### src/rtl/chess_move_gen.sv
// Sequential legal-move generator for one selected square: reads the board one
// square per cycle, walks rays/offsets per piece and reports a destination mask.
module chess_move_gen #(
  parameter int unsigned BOARD_N = 8,
  parameter int unsigned COORD_W = 3,
  parameter int unsigned COUNT_W = 7
) (
  input  logic                         CLOCK,
  input  logic                         RESETN,
  input  logic                         start,
  input  logic                         player,
  input  logic [COORD_W-1:0]           sel_x,
  input  logic [COORD_W-1:0]           sel_y,
  output logic [COORD_W-1:0]           rd_x,
  output logic [COORD_W-1:0]           rd_y,
  input  logic [3:0]                   rd_piece,
  output logic                         busy,
  output logic                         done,
  output logic                         illegal_sel,
  output logic [BOARD_N*BOARD_N-1:0]   avail_moves_out,
  output logic [COUNT_W-1:0]           move_count
);

  localparam int unsigned SW    = COORD_W + 1;
  localparam int unsigned NSQ   = BOARD_N * BOARD_N;
  localparam int unsigned IDX_W = $clog2(NSQ);

  localparam logic [2:0] PC_EMPTY  = 3'd0;
  localparam logic [2:0] PC_PAWN   = 3'd1;
  localparam logic [2:0] PC_BISHOP = 3'd2;
  localparam logic [2:0] PC_KNIGHT = 3'd3;
  localparam logic [2:0] PC_ROOK   = 3'd4;
  localparam logic [2:0] PC_QUEEN  = 3'd5;
  localparam logic [2:0] PC_BAD    = 3'd7;

  localparam logic [SW-1:0] Z  = '0;
  localparam logic [SW-1:0] P1 = SW'(1);
  localparam logic [SW-1:0] P2 = SW'(2);
  localparam logic [SW-1:0] M1 = {SW{1'b1}};
  localparam logic [SW-1:0] M2 = SW'(-2);

  typedef enum logic [1:0] {S_IDLE = 2'd0, S_FETCH = 2'd1, S_PROBE = 2'd2, S_DONE = 2'd3} state_t;

  // Two's-complement {row, col} step for probe number idx of a given piece.
  function automatic logic [2*SW-1:0] probe_off(input logic [2:0] pc, input logic [2:0] idx,
                                                input logic side);
    logic [2:0]    dir;
    logic [SW-1:0] dx, dy, fw;
    fw = side ? P1 : M1;
    case (pc)
      PC_ROOK:   dir = {idx[1:0], 1'b0};
      PC_BISHOP: dir = {idx[1:0], 1'b1};
      default:   dir = idx;
    endcase
    case (dir)
      3'd0:    begin dx = M1; dy = Z;  end
      3'd1:    begin dx = M1; dy = P1; end
      3'd2:    begin dx = Z;  dy = P1; end
      3'd3:    begin dx = P1; dy = P1; end
      3'd4:    begin dx = P1; dy = Z;  end
      3'd5:    begin dx = P1; dy = M1; end
      3'd6:    begin dx = Z;  dy = M1; end
      default: begin dx = M1; dy = M1; end
    endcase
    if (pc == PC_KNIGHT) begin
      case (idx)
        3'd0:    begin dx = M2; dy = M1; end
        3'd1:    begin dx = M2; dy = P1; end
        3'd2:    begin dx = M1; dy = M2; end
        3'd3:    begin dx = M1; dy = P2; end
        3'd4:    begin dx = P1; dy = M2; end
        3'd5:    begin dx = P1; dy = P2; end
        3'd6:    begin dx = P2; dy = M1; end
        default: begin dx = P2; dy = P1; end
      endcase
    end
    if (pc == PC_PAWN) begin
      case (idx[1:0])
        2'd0:    begin dx = fw;      dy = Z;  end
        2'd1:    begin dx = fw + fw; dy = Z;  end
        2'd2:    begin dx = fw;      dy = M1; end
        default: begin dx = fw;      dy = P1; end
      endcase
    end
    return {dx, dy};
  endfunction

  state_t             r_state, w_state_nx;
  logic               r_player;
  logic [COORD_W-1:0] r_sel_x, r_sel_y;
  logic [SW-1:0]      r_tx, r_ty, w_tx_nx, w_ty_nx;
  logic [2:0]         r_piece, w_piece_nx, r_idx, w_idx_nx, w_idx_inc;
  logic               r_f1_empty, w_f1_nx, r_illegal, w_illegal_nx;
  logic [NSQ-1:0]     r_acc, w_acc_nx;
  logic               r_busy, r_done, r_ill_out;
  logic [NSQ-1:0]     r_avail;
  logic [COUNT_W-1:0] r_count, w_pop;
  logic               w_onboard, w_empty, w_own, w_opp, w_slider, w_last, w_start_row, w_mark;
  logic [SW-1:0]      w_cur_dx, w_cur_dy, w_nxt_dx, w_nxt_dy, w_fst_dx, w_fst_dy;
  logic [IDX_W-1:0]   w_bit;

  assign w_idx_inc   = r_idx + 3'd1;
  // Negative coordinates read as large unsigned values, so one compare covers both edges.
  assign w_onboard   = (r_tx < SW'(BOARD_N)) && (r_ty < SW'(BOARD_N));
  assign w_empty     = (rd_piece[2:0] == PC_EMPTY);
  assign w_own       = !w_empty && (rd_piece[3] == r_player);
  assign w_opp       = !w_empty && (rd_piece[3] != r_player);
  assign w_slider    = (r_piece == PC_ROOK) || (r_piece == PC_BISHOP) || (r_piece == PC_QUEEN);
  assign w_last      = ((r_piece == PC_ROOK) || (r_piece == PC_BISHOP) || (r_piece == PC_PAWN))
                       ? (r_idx == 3'd3) : (r_idx == 3'd7);
  assign w_start_row = (r_sel_x == (r_player ? COORD_W'(1) : COORD_W'(BOARD_N - 2)));
  assign w_bit       = IDX_W'(r_tx[COORD_W-1:0]) * IDX_W'(BOARD_N) + IDX_W'(r_ty[COORD_W-1:0]);

  assign {w_cur_dx, w_cur_dy} = probe_off(r_piece, r_idx, r_player);
  assign {w_nxt_dx, w_nxt_dy} = probe_off(r_piece, w_idx_inc, r_player);
  assign {w_fst_dx, w_fst_dy} = probe_off(rd_piece[2:0], 3'd0, r_player);

  // Next-state, probe sequencing and mask accumulation.
  always_comb begin
    w_state_nx   = r_state;
    w_tx_nx      = r_tx;
    w_ty_nx      = r_ty;
    w_piece_nx   = r_piece;
    w_idx_nx     = r_idx;
    w_f1_nx      = r_f1_empty;
    w_illegal_nx = r_illegal;
    w_acc_nx     = r_acc;
    w_mark       = 1'b0;
    case (r_state)
      S_IDLE: begin
        if (start) begin
          w_state_nx   = S_FETCH;
          w_tx_nx      = SW'(sel_x);
          w_ty_nx      = SW'(sel_y);
          w_acc_nx     = '0;
          w_illegal_nx = 1'b0;
        end
      end
      S_FETCH: begin
        if (!w_onboard || w_empty || (rd_piece[3] != r_player) || (rd_piece[2:0] == PC_BAD)) begin
          w_illegal_nx = 1'b1;
          w_state_nx   = S_DONE;
        end else begin
          w_piece_nx = rd_piece[2:0];
          w_idx_nx   = 3'd0;
          w_f1_nx    = 1'b0;
          w_tx_nx    = r_tx + w_fst_dx;
          w_ty_nx    = r_ty + w_fst_dy;
          w_state_nx = S_PROBE;
        end
      end
      S_PROBE: begin
        if (r_piece == PC_PAWN) begin
          case (r_idx[1:0])
            2'd0:    w_mark = w_onboard && w_empty;
            2'd1:    w_mark = w_start_row && r_f1_empty && w_onboard && w_empty;
            default: w_mark = w_onboard && w_opp;
          endcase
          if (r_idx == 3'd0) w_f1_nx = w_onboard && w_empty;
        end else begin
          w_mark = w_onboard && !w_own;
        end
        if (w_mark) w_acc_nx[w_bit] = 1'b1;
        if (w_slider && w_onboard && w_empty) begin
          w_tx_nx = r_tx + w_cur_dx;
          w_ty_nx = r_ty + w_cur_dy;
        end else if (w_last) begin
          w_state_nx = S_DONE;
        end else begin
          w_idx_nx = w_idx_inc;
          w_tx_nx  = SW'(r_sel_x) + w_nxt_dx;
          w_ty_nx  = SW'(r_sel_y) + w_nxt_dy;
        end
      end
      default: w_state_nx = S_IDLE;
    endcase
  end

  always_comb begin
    w_pop = '0;
    for (int unsigned i = 0; i < NSQ; i++) w_pop = w_pop + COUNT_W'(w_acc_nx[i]);
  end

  always_ff @(posedge CLOCK or negedge RESETN) begin
    if (!RESETN) begin
      r_state    <= S_IDLE;
      r_player   <= 1'b0;
      r_sel_x    <= '0;
      r_sel_y    <= '0;
      r_tx       <= '0;
      r_ty       <= '0;
      r_piece    <= '0;
      r_idx      <= '0;
      r_f1_empty <= 1'b0;
      r_illegal  <= 1'b0;
      r_acc      <= '0;
      r_busy     <= 1'b0;
      r_done     <= 1'b0;
      r_ill_out  <= 1'b0;
      r_avail    <= '0;
      r_count    <= '0;
    end else begin
      r_state    <= w_state_nx;
      r_tx       <= w_tx_nx;
      r_ty       <= w_ty_nx;
      r_piece    <= w_piece_nx;
      r_idx      <= w_idx_nx;
      r_f1_empty <= w_f1_nx;
      r_illegal  <= w_illegal_nx;
      r_acc      <= w_acc_nx;
      if ((r_state == S_IDLE) && start) begin
        r_player <= player;
        r_sel_x  <= sel_x;
        r_sel_y  <= sel_y;
      end
      r_busy <= (w_state_nx == S_FETCH) || (w_state_nx == S_PROBE);
      r_done <= (w_state_nx == S_DONE);
      // Results land on DONE entry so they are valid alongside done.
      if (w_state_nx == S_DONE) begin
        r_avail   <= w_acc_nx;
        r_count   <= w_pop;
        r_ill_out <= w_illegal_nx;
      end
    end
  end

  assign rd_x            = r_tx[COORD_W-1:0];
  assign rd_y            = r_ty[COORD_W-1:0];
  assign busy            = r_busy;
  assign done            = r_done;
  assign illegal_sel     = r_ill_out;
  assign avail_moves_out = r_avail;
  assign move_count      = r_count;

endmodule
### config.mk
export PLATFORM = sky130hd
export DESIGN_NAME = chess_move_gen
export DESIGN_NICKNAME = d
export VERILOG_FILES = /design/src/rtl/chess_move_gen.sv
export SDC_FILE = /design/constraint.sdc
export NUM_CORES = 1
export LEC_CHECK = 0
export ABC_AREA = 1
export BUFFER_PORTS_ARGS = -buffer_cell sky130_fd_sc_hd__buf_2
export CORE_UTILIZATION = 25
export CTS_BUF_LIST = sky130_fd_sc_hd__clkbuf_16
export CTS_CLUSTER_DIAMETER = 30
export DETAILED_ROUTE_END_ITERATION = 6
export GPL_TIMING_DRIVEN = 0
export RECOVER_POWER = 25
export SLEW_MARGIN = 15
export SYNTH_ARGS = -nofsm -noshare
export SYNTH_HDL_FRONTEND = slang
export SYNTH_SLANG_ARGS = --single-unit
### constraint.sdc
create_clock -name CLOCK -period 6.9 [get_ports CLOCK]
set_input_delay 1.035 -clock CLOCK [delete_from_list [all_inputs] [get_ports CLOCK]]
set_output_delay 1.035 -clock CLOCK [all_outputs]
set_load 0.01 [all_outputs]
==> impl_results.md, run 1 <==
- CP max FO: 6
- Max Clk Rate: 134 MHz
- Tightest Pin Transition: 4.01 ns
- Pins Over Slew Limit: 166
- Die width: 200 µm
- Via density per instance: 4.47
- Mapped Cells: 1109
- Fin. Hold Viols: 0
- Clk root buf: clkbuf_16
- Net Count, Synth: 1228
- Setup Skew: 0.0102 ns
- Placed cell areas: 11000 µm²
- Crit path required time: 7.21 ns
- GPL Wtd Cong: 0.873
- YS warnings: 0
- Post-synthesis cell area: 9830 µm²
- Vias in the first global route: 8021
- Synth area leader: dfrtp_1
- FF-to-FF setup slack: -0.48 ns
- Wire per inst: 16.5 µm
- IO buf count: 93
- DIE AREA: 40100 µm²
- CP startpoint: rd_piece[2]
- Share of Yosys cell area claimed by the top area cell type: 41.5%
- Setup crit end kind: flip-flop
- CP peak stage delay: 0.56 ns
- Layout area overhead: 24.0%
- H-tree Lvls: 4
- Setup Viol. Count Final: 6
- Post-Synth Adder-Cell Area: 17.9%
- FF-to-FF Start: r_idx[1]
- Worst setup path class: primary input to flip-flop
- CTS sink cnt: 163
- Synthesized flop and latch total: 163
- Initial antenna violation count: 0
- Worst-path clk slew: 0.07 ns
- Post-route cell area: 12200 µm²
- Die extent in y: 200 µm
- Hpwl dp: 22700 µm
- Count leader, synth: nand2_1
- XOR/XNOR Fraction of Synth Area: 0.891%
- Outcome: complete, but fails checks
- Worst reg-to-reg path cell count: 35
- DP Cell Count: 1721
- Setup crit end: move_count[5]
- Primary FF master, synth: dfrtp_1
- Max-Cap Viols: 2
- Final worst path period share: 108%
- R2r endpoint: move_count[5]
- Routed WL: 29400 µm
- Clock Path Buffers: 2
- Syn avg cell area: 8.86 µm²
- Largest family of logic cells by synthesized area: adder cells
- 1st-pass router iterations: 5
- Gr ovfl total: 0
- Largest net degree at the start of global routing: 92
- Worst skew pair latency: 0.44 ns
- Post-synthesis cell type count: 46
- RSZ-0062 raised after global routing: yes
- Vias: 7970
- Initial DRC Count: 435
- Total GRT Usage: 15.0%
- Share of layout cells above drive strength 1: 25.2%
- Post-synthesis async set-or-reset flop share: 100%
- Worst path slowest cell: fa_1
- # diodes: 0
- Post-route DRC: 0
- Worst Path Arrival: 7.79 ns
- Mux contribution to synthesized area: 0%
- Slew headroom: -168%
- Commonest cells post-synth: nand2_1, inv_1, dfrtp_1
- Post-synth EDFFs: 0
- Compound-Gate Fraction of Synth Area: 13.1%
- Core Area: 38700 µm²
- Fin crit period: 7.49 ns
- TritonCTS clock tree: built
- Starting Density: 25.4%
- Register area share after synthesis: 41.5%
- First-pass GRT wire length: 46300 µm
- Final WS setup: -0.585 ns
- Antenna viol nets, final: 0
- Hold Crit Class: flip-flop to flip-flop
- Synth top area cells: dfrtp_1, fa_1, nand2_1
- TritonCTS Buffers: 17
- Min-delay src: r_acc[59]
- I/O pin count: 94
- Layout Nets: 1372
- Std cell rows: 72
- Synth Area in Simple Gates: 17.0%
- Startpoint Class: primary input
- Fin cells: 1784
- Most used cell along the critical path: fa_1
- Failing checks: max-capacitance violations, max-slew violations, negative setup slack
how the worst min path moves through the flow:
stage                      to  cells past startpoint  slack [ns]
floorplan           r_acc[14]                      2        0.44
global placement    r_acc[46]                      2        0.45
detailed placement  r_acc[56]                      2        0.46
CTS                 r_acc[59]                      2        0.48
global route        r_acc[59]                      2        0.49
finish              r_acc[59]                      2        0.47
cells by family (layout without fill, tap and decap cells):
kind of cell	count (synthesis)	count (layout)
buf+inv	238	395
flops	163	163
xor+xnor	10	10
fa+ha+maj	105	105
simple gates	387	387
compound gates	206	206
timing repair:
action,4_1_cts,5_1_grt
pin swaps,28,31
cloned,0,0
setup endpoints to repair,7,7
hold buffers,0,0
resized for setup,63,44
setup buffers,23,8
cell usage in the layout, fill, tap and decap left out, drive strengths merged, types with 2 or more instances in the layout:
cell type and instances:
a31oi 3, nor2 44, clkinvlp 3, ha 45, clkinv 3, buf 139
nor3 19, o31ai 8, or2 2, dfrtp 163, nand3 32, o21ai 123
o211ai 7, nand4 5, o22ai 14, inv 210, a21oi 35, fa 60
o21a 4, xor2 9, clkbuf 40, a211oi 3, nand2 283, a22oi 5
critical path: cells and delay by family:
family / cells / cell delay, ns
fa+ha+maj: 9 / 4.15
simple gates: 13 / 1.30
buf+inv: 9 / 0.77
compound gates: 3 / 0.31
xor+xnor: 1 / 0.20
layout make-up:
| type | count | area, µm² |
|---|---|---|
| Buffer | 37 | 193 |
| Clock buffer | 17 | 425 |
| Clock inverter | 15 | 143 |
| Fill cell | 4092 | 26500 |
| Inverter | 201 | 769 |
| Multi-Input combinational cell | 708 | 5200 |
| Sequential cell | 163 | 4080 |
| Tap cell | 518 | 648 |
| Timing Repair Buffer | 125 | 724 |
registers in the layout (all words and copies together), names as in the netlist, 2 cells and up:
register	cells
r_state	2
r_sel_x	3
r_acc	64
r_idx	3
r_tx	4
r_ty	4
r_piece	3
r_sel_y	3
avail_moves_out	64
move_count	7
per-stage QoR:
| step | setup WS (ns) | hold slack (ns) | TNS [ns] | utilization (%) |
|---|---|---|---|---|
| 2_1_floorplan | -0.440 | 0.443 | -1.90 | - |
| 3_3_place_gp | -1.32 | 0.453 | -7.59 | 28.4 |
| 3_5_place_dp | -1.34 | 0.457 | -7.54 | 28.5 |
| 4_1_cts | -0.560 | 0.475 | -2.47 | 31.0 |
| 5_1_grt | -0.816 | 0.494 | -12.96 | 31.5 |
| 6_report | -0.585 | 0.473 | -2.78 | 31.5 |
metal layers:
metal / vias up / share of wire (%) / wire, µm / track usage (%)
li1: 3790 / - / - / -
met1: 3938 / 47 / 13700 / 20.8
met2: 212 / 47 / 13900 / 24.4
met3: 30 / 4.2 / 1230 / 2.26
met4: 0 / 1.9 / 554 / 3.95
met5: - / 0 / 0 / 0
Power of run 1 is not shown: default switching activity piles up to over one toggle a cycle in this logic, so the estimate is an artifact.
==> run 2: changes to the inputs <==
--- a/config.mk
+++ b/config.mk
@@ -7,6 +7,7 @@
 export LEC_CHECK = 0
 export ABC_AREA = 1
 export BUFFER_PORTS_ARGS = -buffer_cell sky130_fd_sc_hd__buf_2
+export CORE_ASPECT_RATIO = 1.5
 export CORE_UTILIZATION = 25
 export CTS_BUF_LIST = sky130_fd_sc_hd__clkbuf_16
 export CTS_CLUSTER_DIAMETER = 30
==> run 2 against run 1 <==
  * The run still ends with max-capacitance violations, max-slew violations, negative setup slack left
  * Final cell count down 0.50%
  * Critical path depth down 1
  * Worst setup slack better by 0.058 ns
  * First-iteration DRC count down 11%
  * Non-clock buffer count up 14
  * Clock skew down 0.0014 ns
  * Sequential share of layout area down 0.44 points
  * Flip-flop and latch count unchanged
==> impl_results.md, run 2 (synthesized netlist as in run 1, its figures left out) <==
- Outcome: complete, but fails checks
- Failing checks: max-capacitance violations, max-slew violations, negative setup slack
- Total GRT Usage: 16.1% (+1.1 points)
- Hpwl dp: 24200 µm (+6.4%)
- FF-to-FF Start: r_idx[0]
- Max-Cap Viols: 1 (-1)
- Placed cell areas: 11000 µm² (about the same)
- Pins Over Slew Limit: 95 (-43%)
- DP Cell Count: 1699 (-1.3%)
- Setup crit end kind: flip-flop
- Core Area: 38600 µm² (-0.23%)
- Fin crit period: 7.43 ns (-0.0581 ns)
- Commonest non-fill, non-tap cell in the layout: nand2_1
- Initial antenna violation count: 0 (unchanged)
- Largest net degree at the start of global routing: 96 (+4.3%)
- Layout area overhead: 25.7%
- Most used cell along the critical path: inv_2
- Worst skew pair latency: 0.45 ns (about the same)
- Setup Viol. Count Final: 6 (unchanged)
- Hold Crit Class: flip-flop to flip-flop
- # diodes: 0 (unchanged)
- Layout Nets: 1386 (+1.0%)
- Vias in the first global route: 8390 (+4.6%)
- Final worst path period share: 108% (-0.84 points)
- Hold-fix buffers at CTS: 0 (unchanged)
- Setup Skew: 0.00884 ns (-0.00139 ns)
- Clk root buf: clkbuf_16
- Slew headroom: -202% (-34 points)
- Gr ovfl total: 0 (unchanged)
- Antenna viol nets, final: 0 (unchanged)
- CP max FO: 6 (unchanged)
- Final Hold Slack: 0.474 ns (+0.000799 ns)
- First-pass GRT wire length: 47800 µm (+3.4%)
- H-tree Lvls: 4 (unchanged)
- I/O pin count: 94 (unchanged)
- Die width: 164 µm (-18%)
- CP startpoint: rd_piece[1]
- IO buf count: 93 (unchanged)
- Startpoint Class: primary input
- CP Buf/Inv Count: 13 (+4)
- Starting Density: 25.4% (+0.059 points)
- Share of layout cells above drive strength 1: 26.1% (+0.90 points)
- Worst Path Arrival: 7.79 ns (about the same)
- 1st-pass router iterations: 4 (-1)
- CTS sink cnt: 163 (unchanged)
- Fin cells: 1775 (-0.50%)
- GPL Wtd Cong: 0.925 (+5.9%)
- Initial DRC Count: 385 (-11%)
- Worst setup path class: primary input to flip-flop
- Max Clk Rate: 135 MHz (+0.78%)
- Worst path slowest cell: fa_1
- DIE AREA: 40100 µm² (about the same)
- TritonCTS clock tree: built
- Min-delay src: r_acc[56]
- Tightest Pin Transition: 4.53 ns (+0.515 ns)
- Fin. Hold Viols: 0 (unchanged)
- Routed WL: 31300 µm (+6.5%)
- Worst-path clk slew: 0.07 ns (about the same)
- Post-route cell area: 12400 µm² (+1.4%)
- Die extent in y: 245 µm (+22%)
- Most frequent cells in the layout: nand2_1, dfrtp_1, inv_1, buf_2, o21ai_0
- Wire per inst: 17.7 µm (+7.0%)
- Final WS setup: -0.527 ns (+0.0581 ns)
- CP peak stage delay: 0.55 ns (about the same)
- Clock Path Buffers: 2 (unchanged)
- Vias: 8039 (+0.87%)
- Crit path required time: 7.26 ns (+0.05 ns)
- Post-route DRC: 0 (unchanged)
- TritonCTS Buffers: 17 (unchanged)
- Via density per instance: 4.53 (+1.4%)
- Cell family with most CP delay: adder cells
- Std cell rows: 88 (+22%)
- RSZ-0062 raised after global routing: yes
run 2: metal layers:
layer	global-route usage, %	up-vias	wire [µm]
met3	2.94	86	1130
met4	10.2	0	1760
li1	-	3826	-
met2	30.1	185	17100
met5	0	-	0
met1	16.2	3942	11300
run 2: timing repair:
action	4_1_cts	5_1_grt
pin swaps	26	22
gates resized for setup	79	40
cloned	0	0
endpoints found under the hold margin	0	0
endpoints found under the setup margin	7	7
buffers inserted	29	15
run 2: final timing paths:
path / depth (start not counted) / endpoint / slack [ns]
worst max-delay path: 34 / move_count[4] / -0.53
worst min-delay path: 2 / r_acc[56] / 0.47
worst max register to register: 35 / move_count[4] / -0.50
worst min register to register: 2 / r_acc[56] / 0.47
max in group asynchronous: 2 / r_ty[1] / 1.14
min in group asynchronous: 1 / r_piece[2] / 0.53
run 2: final cells by class:
class	instances	area, µm²
Fill cell	3950	26300
Multi-Input combinational cell	708	5200
Sequential cell	163	4080
Timing Repair Buffer	139	916
Inverter	201	774
Tap cell	495	619
Clock buffer	17	425
Buffer	37	195
Clock inverter	15	143
run 2: per-stage QoR:
stage | util (%) | TNS [ns] | setup WS [ns]
global placement | 28.4 | -8.40 | -1.51
global route | 32.0 | -3.76 | -0.778
floorplan | - | -1.90 | -0.440
detailed placement | 28.5 | -8.40 | -1.46
finish | 32.0 | -2.36 | -0.527
CTS | 31.4 | -2.41 | -0.546
run 2: worst register-to-register path, delay by kind of cell (launching register included):
| family | cells | cell delay (ns) |
|---|---|---|
| fa+ha+maj | 11 | 4.62 |
| buf+inv | 13 | 0.94 |
| simple gates | 8 | 0.68 |
| compound gates | 3 | 0.61 |
| flops | 1 | 0.46 |
Power of run 2 is left out for the same reason.
==> run 3: changes to the inputs <==
==> constraint.sdc (replaced) <==
create_clock -name CLOCK -period 6.18 [get_ports CLOCK]
set_input_delay 0.927 -clock CLOCK [delete_from_list [all_inputs] [get_ports CLOCK]]
set_output_delay 0.927 -clock CLOCK [all_outputs]
set_load 0.01 [all_outputs]
==> run 3 against run 2 <==
  * The run still ends with max-capacitance violations, max-slew violations, negative setup slack left
  * Hold slack got worse by 0.0042 ns
  * Final cell count increased by 4.6%
  * Flip-flop and latch count unchanged
  * Global-route usage increased by 1.5 points
  * Via count increased by 5.0%
  * Die area unchanged
  * Worst setup slack got worse by 0.94 ns
  * First-iteration DRC count increased by 32%
  * Register-to-register slack got worse by 0.93 ns
  * Final area increased by 4.3%
  * Sequential share of layout area decreased by 1.4 points
  * Critical path type unchanged
==> impl_results.md, run 3 (synthesized netlist as in run 1, its figures left out) <==
- Final Hold Slack: 0.470 ns (-0.00420 ns)
- Vias: 8439 (+5.0%)
- Die extent in y: 245 µm (unchanged)
- Initial antenna violation count: 0 (unchanged)
- Worst Hold End: r_acc[43]
- Antenna viol nets, final: 0 (unchanged)
- Lkg Pwr: 6.42 nW
- Worst path slowest cell: nor3_4
- Failing checks: max-capacitance violations, max-slew violations, negative setup slack
- Most used cell along the critical path: buf_4
- Hold Crit Class: flip-flop to flip-flop
- Via density per instance: 4.54 (+0.34%)
- I/O pin count: 94 (unchanged)
- Startpoint Class: primary input
- Hold Path Depth: 2 (unchanged)
- Setup Skew: 0.0115 ns (+0.00265 ns)
- Total negative slack: -9.97 ns (-7.61 ns)
- Routed WL: 34100 µm (+8.7%)
- GPL Wtd Cong: 0.916 (-0.93%)
- IO buf count: 93 (unchanged)
- # diodes: 0 (unchanged)
- Outcome: complete, but fails checks
- Total GRT Usage: 17.6% (+1.5 points)
- R2r endpoint: avail_moves_out[37]
- CP peak stage delay: 0.21 ns (-0.34 ns)
- CP max FO: 3 (-3)
- Layout Nets: 1468 (+5.9%)
- Layout area overhead: 31.2%
- Commonest non-fill, non-tap cell in the layout: nand2_1
- TritonCTS Buffers: 17 (unchanged)
- FF-to-FF setup slack: -1.43 ns (-0.93 ns)
- Power Density: 623 nW/µm²
- Final WS setup: -1.47 ns (-0.944 ns)
- Crit path required time: 6.56 ns (-0.70 ns)
- Largest net degree at the start of global routing: 101 (+5.2%)
- FF-to-FF Start: r_idx[0]
- Post-route DRC: 0 (unchanged)
- Slew headroom: -145% (+57 points)
- CP Buf/Inv Count: 50 (+37)
- Fin crit period: 7.65 ns
- Max-Cap Viols: 1 (unchanged)
- Most frequent cells in the layout: nand2_1, inv_1, dfrtp_1, buf_4, buf_2
- Gr ovfl total: 0 (unchanged)
- Setup crit end kind: flip-flop
- First-pass GRT wire length: 52300 µm (+9.2%)
- Wire per inst: 18.3 µm (+3.9%)
- Worst reg-to-reg path cell count: 60 (+71%)
- Clk root buf: clkbuf_16
- Worst Path Arrival: 8.03 ns (+0.24 ns)
- Pins Over Slew Limit: 65 (-32%)
- Setup Viol. Count Final: 9 (+3)
- DIE AREA: 40100 µm² (unchanged)
- Worst setup path class: primary input to flip-flop
- RSZ-0062 raised after global routing: yes
- Std cell rows: 88 (unchanged)
- Share of layout cells above drive strength 1: 30.0% (+3.9 points)
- 1st-pass router iterations: 5 (+1)
- Cell family with most CP delay: buffers and inverters
- Max Clk Rate: 131 MHz
- Max IR drop VDD: 0.388 mV
- CP startpoint: rd_piece[1]
- Core Area: 38600 µm² (unchanged)
- Tightest Pin Transition: 3.67 ns (-0.858 ns)
- Worst-path clk slew: 0.07 ns (about the same)
- Min-delay src: r_acc[43]
- H-tree Lvls: 4 (unchanged)
- Clock Path Buffers: 2 (unchanged)
- Hpwl dp: 24000 µm (-0.57%)
- Initial DRC Count: 510 (+32%)
- Fin. Hold Viols: 0 (unchanged)
- CTS sink cnt: 163 (unchanged)
- Hold-fix buffers at CTS: 0 (unchanged)
- Worst skew pair latency: 0.46 ns (about the same)
- Final worst path period share: 124%
- Vias in the first global route: 9092 (+8.4%)
- Starting Density: 25.4% (unchanged)
- Die width: 164 µm (unchanged)
- TritonCTS clock tree: built
run 3: changes by cell type in the layout (fill, tap and decap cells not counted), moves of 3 or more:
cell        previous run  this run
buf_4                 46       115
clkinvlp_4             5         2
inv_1                159       162
inv_2                 40        35
buf_6                  7        22
clkinv_2               0         5
run 3: through the flow:
stage               cells  cell area (µm²)  setup slack (ns)  utilization (%)  total power [W]
global placement     1697            11000             -2.00             28.4          0.00622
detailed placement   1698            11000             -2.10             28.5          0.00632
floorplan            1109             9890             -1.04                -          0.00486
finish               1857            12900             -1.47             33.4          0.00804
CTS                  1842            12700             -1.13             32.8          0.00791
global route         1857            12900             -1.58             33.4          0.00872
run 3: layout make-up:
class | instances | area (µm²)
fill | 3890 | 25800
multi-input combinational | 708 | 5130
sequential | 163 | 4080
timing repair buffer | 221 | 1540
inverter | 201 | 774
tap | 495 | 619
clock buffer | 17 | 425
buffer | 37 | 194
clock inverter | 15 | 138
run 3: worst max-delay path by stage:
stage,to,cells past startpoint
after floorplan,move_count[6],33
after global placement,move_count[5],30
after detailed placement,move_count[5],32
after CTS,move_count[5],37
after global routing,avail_moves_out[37],59
final,avail_moves_out[37],59
run 3: report_power, final:
group / internal [W] / switching (W) / total [W]
registers: 0.00140 / 0.000254 / 0.00165
clock network: 0.000589 / 0.000472 / 0.00106
logic: 0.00206 / 0.00326 / 0.00532
total: 0.00405 / 0.00399 / 0.00804
run 3: worst min-delay path, cell delays in order (launching register included):
cell,delay [ns]
dfrtp_1,0.32
nand2_1,0.06
o21ai_2,0.06
run 3: per-layer routing:
layer	vias up	part of all wire [%]	track usage (%)
met4	0	6.5	12.2
met2	275	54	32.7
met5	-	0	0
met3	124	4.1	3.09
li1	3980	-	-
met1	4060	35	17.6
run 3: what timing repair did:
item,CTS,global route
resized for setup,80,36
endpoints found under the setup margin,7,9
pin swaps,28,24
setup buffers,112,17
Power figures use the tool's default switching activity.
